$ cat src/rtl/weather_pkg.sv
// ============================================================================
// Module  : weather_pkg
// Brief   : Shared month enumeration and month-length helper for the
//           month/weather sequencer and the downstream month FSM.
// Revision: 1.0 - initial release
// ============================================================================
`default_nettype none

package weather_pkg;

  typedef enum logic [2:0] {
    JANUARY  = 3'd0,
    FEBRUARY = 3'd1,
    MARCH    = 3'd2,
    APRIL    = 3'd3,
    MAY      = 3'd4,
    JUNE     = 3'd5,
    JULY     = 3'd6
  } month_t;

  localparam int TEMP_W_DEFAULT = 7;

  function automatic logic [4:0] month_len(month_t m, logic leap);
    logic [4:0] len;
    case (m)
      FEBRUARY:    len = leap ? 5'd29 : 5'd28;
      APRIL, JUNE: len = 5'd30;
      default:     len = 5'd31;
    endcase
    return len;
  endfunction

endpackage

`default_nettype wire

$ cat src/rtl/month_scheduler_ack_timer.sv
// ============================================================================
// Module  : ack_timer
// Brief   : Saturating acknowledge-wait counter; expire flags the cycle whose
//           closing edge completes ACK_TIMEOUT waiting cycles.
// Revision: 1.0 - initial release
// ============================================================================
`default_nettype none

module ack_timer #(
  parameter int ACK_TIMEOUT = 15
) (
  input  logic clock,
  input  logic reset_n,
  input  logic clear,
  output logic expire
);

  localparam int CNT_W = (ACK_TIMEOUT < 2) ? 1 : $clog2(ACK_TIMEOUT);
  localparam logic [CNT_W-1:0] C_LAST = CNT_W'(ACK_TIMEOUT - 1);

  logic [CNT_W-1:0] r_count;

  always_ff @(posedge clock or negedge reset_n) begin
    if (!reset_n) begin
      r_count <= '0;
    end else if (clear) begin
      r_count <= '0;
    end else if (r_count != C_LAST) begin
      r_count <= r_count + CNT_W'(1);
    end
  end

  assign expire = !clear && (r_count == C_LAST);

endmodule

`default_nettype wire

$ cat src/rtl/month_scheduler.sv
// ============================================================================
// Module  : month_scheduler
// Brief   : Day/month calendar sequencer with a month-boundary sensor
//           handshake, held samples and a one-cycle advance strobe.
// Revision: 1.0 - initial release
// ============================================================================
`default_nettype none

import weather_pkg::*;

module month_scheduler #(
  parameter int TEMP_W      = TEMP_W_DEFAULT,
  parameter int ACK_TIMEOUT = 15
) (
  input  logic              clock,
  input  logic              reset_n,
  input  logic              day_tick,
  input  logic              leap_year,
  output logic              sample_req,
  input  logic              sample_ack,
  input  logic              snow_in,
  input  logic              rain_in,
  input  logic              cloud_in,
  input  logic [TEMP_W-1:0] temp_in,
  output logic              snow,
  output logic              rain,
  output logic              cloud,
  output logic [TEMP_W-1:0] temp,
  output logic              advance,
  output logic [2:0]        month,
  output logic [4:0]        day,
  output logic              timeout,
  output logic              tick_overrun
);

  typedef enum logic [1:0] {
    COUNT    = 2'd0,
    WAIT_ACK = 2'd1,
    ADVANCE  = 2'd2
  } ctrl_state_t;

  ctrl_state_t       r_state, w_state_next;
  month_t            r_month;
  logic [4:0]        r_day;
  logic              r_sample_req, r_advance;
  logic              r_snow, r_rain, r_cloud;
  logic [TEMP_W-1:0] r_temp;
  logic              r_timeout, r_tick_overrun;

  logic w_last_day, w_expire, w_capture, w_set_timeout;
  logic w_drop_tick, w_day_inc, w_roll;

  ack_timer #(
    .ACK_TIMEOUT (ACK_TIMEOUT)
  ) u_ack_timer (
    .clock   (clock),
    .reset_n (reset_n),
    .clear   (r_state != WAIT_ACK),
    .expire  (w_expire)
  );

  always_comb begin
    w_state_next  = r_state;
    w_capture     = 1'b0;
    w_set_timeout = 1'b0;
    w_drop_tick   = 1'b0;
    w_day_inc     = 1'b0;
    w_roll        = 1'b0;
    w_last_day    = (r_day == (month_len(r_month, leap_year) - 5'd1));
    case (r_state)
      COUNT: begin
        if (day_tick) begin
          if (w_last_day) w_state_next = WAIT_ACK;
          else            w_day_inc    = 1'b1;
        end
      end
      WAIT_ACK: begin
        w_drop_tick = day_tick;
        // An ack on the expiry cycle still wins over the timeout.
        if (sample_ack) begin
          w_capture    = 1'b1;
          w_state_next = ADVANCE;
        end else if (w_expire) begin
          w_set_timeout = 1'b1;
          w_state_next  = ADVANCE;
        end
      end
      ADVANCE: begin
        w_drop_tick  = day_tick;
        w_roll       = 1'b1;
        w_state_next = COUNT;
      end
      default: w_state_next = COUNT;
    endcase
  end

  always_ff @(posedge clock or negedge reset_n) begin
    if (!reset_n) begin
      r_state        <= COUNT;
      r_month        <= JANUARY;
      r_day          <= 5'd0;
      r_sample_req   <= 1'b0;
      r_advance      <= 1'b0;
      r_snow         <= 1'b0;
      r_rain         <= 1'b0;
      r_cloud        <= 1'b0;
      r_temp         <= '0;
      r_timeout      <= 1'b0;
      r_tick_overrun <= 1'b0;
    end else begin
      r_state      <= w_state_next;
      r_sample_req <= (w_state_next == WAIT_ACK);
      r_advance    <= (w_state_next == ADVANCE);
      if (w_day_inc) r_day <= r_day + 5'd1;
      if (w_roll) begin
        r_day   <= 5'd0;
        r_month <= (r_month == JULY) ? JANUARY : month_t'(r_month + 3'd1);
      end
      if (w_capture) begin
        r_snow  <= snow_in;
        r_rain  <= rain_in;
        r_cloud <= cloud_in;
        r_temp  <= temp_in;
      end
      if (w_set_timeout) r_timeout      <= 1'b1;
      if (w_drop_tick)   r_tick_overrun <= 1'b1;
    end
  end

  assign sample_req   = r_sample_req;
  assign advance      = r_advance;
  assign month        = r_month;
  assign day          = r_day;
  assign snow         = r_snow;
  assign rain         = r_rain;
  assign cloud        = r_cloud;
  assign temp         = r_temp;
  assign timeout      = r_timeout;
  assign tick_overrun = r_tick_overrun;

endmodule

`default_nettype wire

$ cat config.mk
export PLATFORM = sky130hd
export DESIGN_NAME = month_scheduler
export DESIGN_NICKNAME = d
export VERILOG_FILES = /design/src/rtl/weather_pkg.sv /design/src/rtl/month_scheduler_ack_timer.sv /design/src/rtl/month_scheduler.sv
export SDC_FILE = /design/constraint.sdc
export NUM_CORES = 1
export LEC_CHECK = 0
export BUFFER_PORTS_ARGS = -buffer_cell sky130_fd_sc_hd__buf_2
export CAP_MARGIN = 25
export CORE_MARGIN = 2
export CORE_UTILIZATION = 51
export DETAILED_ROUTE_END_ITERATION = 12
export GPL_ROUTABILITY_DRIVEN = 1
export HOLD_SLACK_MARGIN = 0.03
export PLACE_DENSITY = 0.79
export REMOVE_ABC_BUFFERS = 1
export SYNTH_ARGS = -nofsm -noshare
export SYNTH_HDL_FRONTEND = slang
export SYNTH_SLANG_ARGS = --single-unit
$ cat constraint.sdc
create_clock -name clock -period 2.9 [get_ports clock]
set_input_delay 0.58 -clock clock [delete_from_list [all_inputs] [get_ports clock]]
set_output_delay 0.58 -clock clock [all_outputs]
set_load 0.05 [all_outputs]
==> metrics.md <==
| Metric | Value |
|---|---|
| DRT Pass-1 Iters | `4` |
| Layout Cells excl Fill | `186` |
| HP Class | `primary input to async pin` |
| Initial DRC count | `20` |
| Setup violations, final | `0` |
| # port buffers | `36` |
| Slew Limit Headroom | `59.2%` |
| Final hold violation count | `0` |
| P&R area growth vs syn | `19.3%` |
| Status | `completed` |
| Initial Util | `54.8%` |
| Critical path class | `register to register` |
| R2r endpoint | `day[4]$_DFFE_PN0P_` |
| Worst hold slack | `0.243 ns` |
| Post_cts resized | `0` |
| Pre-CTS WS | `0.178 ns` |
| H-tree level count | `1` |
| Post-route setup TNS | `0 ns` |
| Core Util, Final | `65.3%` |
| Total GRT Usage | `17.0%` |
| Slew at the pin with the worst max-slew slack | `0.612 ns` |
| Power density cells | `1270 mW/mm²` |
| Final instance area | `0.00165 mm²` |
| Final period util | `89.4%` |
| Pin count of the biggest net entering global routing | `29` |
| CTS Hold Bufs | `0` |
| DIE AREA | `0.00314 mm²` |
| R2R Path Start | `month[1]$_DFFE_PN0P_` |
| Worst Clk Skew | `0.00370 ns` |
| Req. time, crit path | `3.17 ns` |
| Clock-pin transition on the worst setup and hold timing paths | `0.15 ns` |
| YS warnings | `0` |
| Ant. Diodes | `0` |
| Critical Path Start Type | `register` |
| FP Rows | `18` |
| Via count | `1040` |
| First-pass GRT wire length | `4.37 mm` |
| GR Overflow Total | `0` |
| Layout cell share with drive strength beyond 1 | `37.8%` |
| FF+latch area | `701 µm²` |
| Detail Route Antenna Nets | `0` |
| RSZ-0062 raised after global routing | `no` |
| Max FO, Critical Path | `9` |
| Crit path DAT | `2.87 ns` |
| Worst-skew pair later-pin latency | `0.32 ns` |
| Drt total wl | `2.53 mm` |
| Tmin final | `2.59 ns` |
| Core Region | `0.00252 mm²` |
| Worst Setup Slack, final | `0.307 ns` |
| DRC | `0` |
| Fmax achieved | `386 MHz` |
| Tot Pwr | `2.10 mW` |
| Max-cap violations | `0` |
| Post-placement cell count | `182` |
| TritonCTS buffer count | `3` |
| Placed cell area | `0.00160 mm²` |
| I/O pin total | `37` |
| Vias/cell | `5.59` |
| GP Congestion | `0.769` |
| Die W | `56.0 µm` |
| Static leakage | `0.834 nW` |
| Clock Sinks | `28` |
| Worst vdd ir | `0.000913 V` |
| Hpwl dp | `1.97 mm` |
| CP endpoint kind | `register` |
| Mean post-synth cell area | `11.8 µm²` |
| Distinct cells, synth | `32` |
| #FFs+latches synth | `28` |
| Nets | `179` |
| Post-CTS setup buffer count | `0` |
| Mapped Cells | `117` |
| Root buffer cell | `clkbuf_4` |
| Cell Area, Synth | `0.00138 mm²` |
| Die height | `56.0 µm` |
| DR WL/cell | `13.6 µm` |
| Flop-to-flop setup slack | `0.31 ns` |
| Final Slew Violations | `0` |
| FILL cells | `203` |
| Initial antenna violation count | `0` |
| Register area share after synthesis | `50.7%` |
| CTS tree | `done` |
| Area of the multi-input gates | `654 µm²` |
| Number of global-route vias before repair | `1044` |
| Clock Path Buffers | `2` |
| FF-to-FF path depth | `8` |
## per-layer routing
layer	wire (µm)	share of wire, %	GRT usage (%)
met2	1370	54	29.7
met1	1060	42	20.2
met4	30	1.2	8.16
met3	72	2.9	2.79
met5	0	0	0
## layout by cell type, fill, tap and decap left out, drive strengths merged
master	n
a21oi	1
bufinv	1
xnor2	6
mux2	10
a41oi	1
a21o	3
inv	6
mux2i	2
nor3b	1
a41o	1
buf	36
nand2	13
o31ai	1
nor2	10
nor3	2
or3b	1
nand2b	1
a31oi	5
a211oi	3
a21boi	1
nand3	5
a311o	1
dfrtp	28
clkbuf	3
and2	1
o21ai	4
nand4	1
ha	7
and3	1
## flip-flops by register name, indices dropped and copies added, names as in the netlist
| signal | flops |
|---|---|
| advance | 1 |
| cloud | 1 |
| day | 5 |
| month | 3 |
| r_state | 2 |
| rain | 1 |
| sample_req | 1 |
| snow | 1 |
| temp | 7 |
| tick_overrun | 1 |
| timeout | 1 |
| u_ack_timer.r_count | 4 |
## worst max-delay path, stage by stage (launching register included)
cell and delay (ns):
dfrtp_1 0.49, or3b_4 0.45, and2_1 0.18, ha_1 0.30
xnor2_1 0.16, nor3_4 0.39, a31oi_4 0.14, a311o_1 0.37
nand2_1 0.06
## report_power, final
part           internal (mW)  leakage, nW  switching, mW
logic                  0.359        0.441          0.816
clock network          0.140       0.0279          0.110
registers              0.538        0.366          0.135
total                   1.04        0.834           1.06
## area by class of cell
class	instances	share of cell area (%)
clock inverter	1	1.82
sequential	28	42.5
inverter	6	1.37
multi-input combinational	82	39.7
timing repair buffer	36	10.9
tap	30	2.28
clock buffer	3	1.37
## Yosys cell counts
cell type / instances / area share (%)
dfrtp_1: 28 / 51
nand2_1: 13 / 3.5
mux2_2: 10 / 8.2
nor2_1: 10 / 2.7
ha_1: 7 / 6.3
inv_1: 6 / 1.6
xnor2_1: 6 / 3.8
nand3_1: 4 / 1.4
o21ai_0: 4 / 1.4
a31oi_1: 3 / 1.4
a211oi_1: 2 / 1.1
a21o_1: 2 / 1.1
a31oi_4: 2 / 3.1
mux2i_1: 2 / 1.4
a211oi_2: 1 / 0.91
a21boi_1: 1 / 0.54
a21o_4: 1 / 1.1
a21oi_1: 1 / 0.36
a311o_1: 1 / 0.72
a41o_1: 1 / 0.72
a41oi_2: 1 / 1.2
and2_1: 1 / 0.45
and3_1: 1 / 0.45
clkbuf_1: 1 / 0.27
nand2b_1: 1 / 0.45
nand3_2: 1 / 0.72
nand4_1: 1 / 0.45
nor3_2: 1 / 0.72
nor3_4: 1 / 1.2
nor3b_1: 1 / 0.54
o31ai_1: 1 / 0.54
or3b_4: 1 / 0.82
## cells by family after synthesis
kind of cell	synth area share (%)
and+or+nand+nor	13.5
DFF	50.7
AOI/OAI and AO/OA	14.1
muxes	9.60
buffers and inverters	1.90
adders and majority gates	6.34
xor gates and xnor gates	3.80
## how the worst max path moves through the flow
stage,from,endpoint,slack (ns),cells after the start
after floorplan,month[1]$_DFFE_PN0P_,day[4]$_DFFE_PN0P_,0.21,8
after global placement,leap_year,day[4]$_DFFE_PN0P_,0.24,9
after detailed placement,leap_year,day[4]$_DFFE_PN0P_,0.18,9
after CTS,month[1]$_DFFE_PN0P_,day[4]$_DFFE_PN0P_,0.30,8
after global routing,month[1]$_DFFE_PN0P_,day[4]$_DFFE_PN0P_,0.20,8
final,month[1]$_DFFE_PN0P_,day[4]$_DFFE_PN0P_,0.31,8
(Power assumes the default switching activity.)
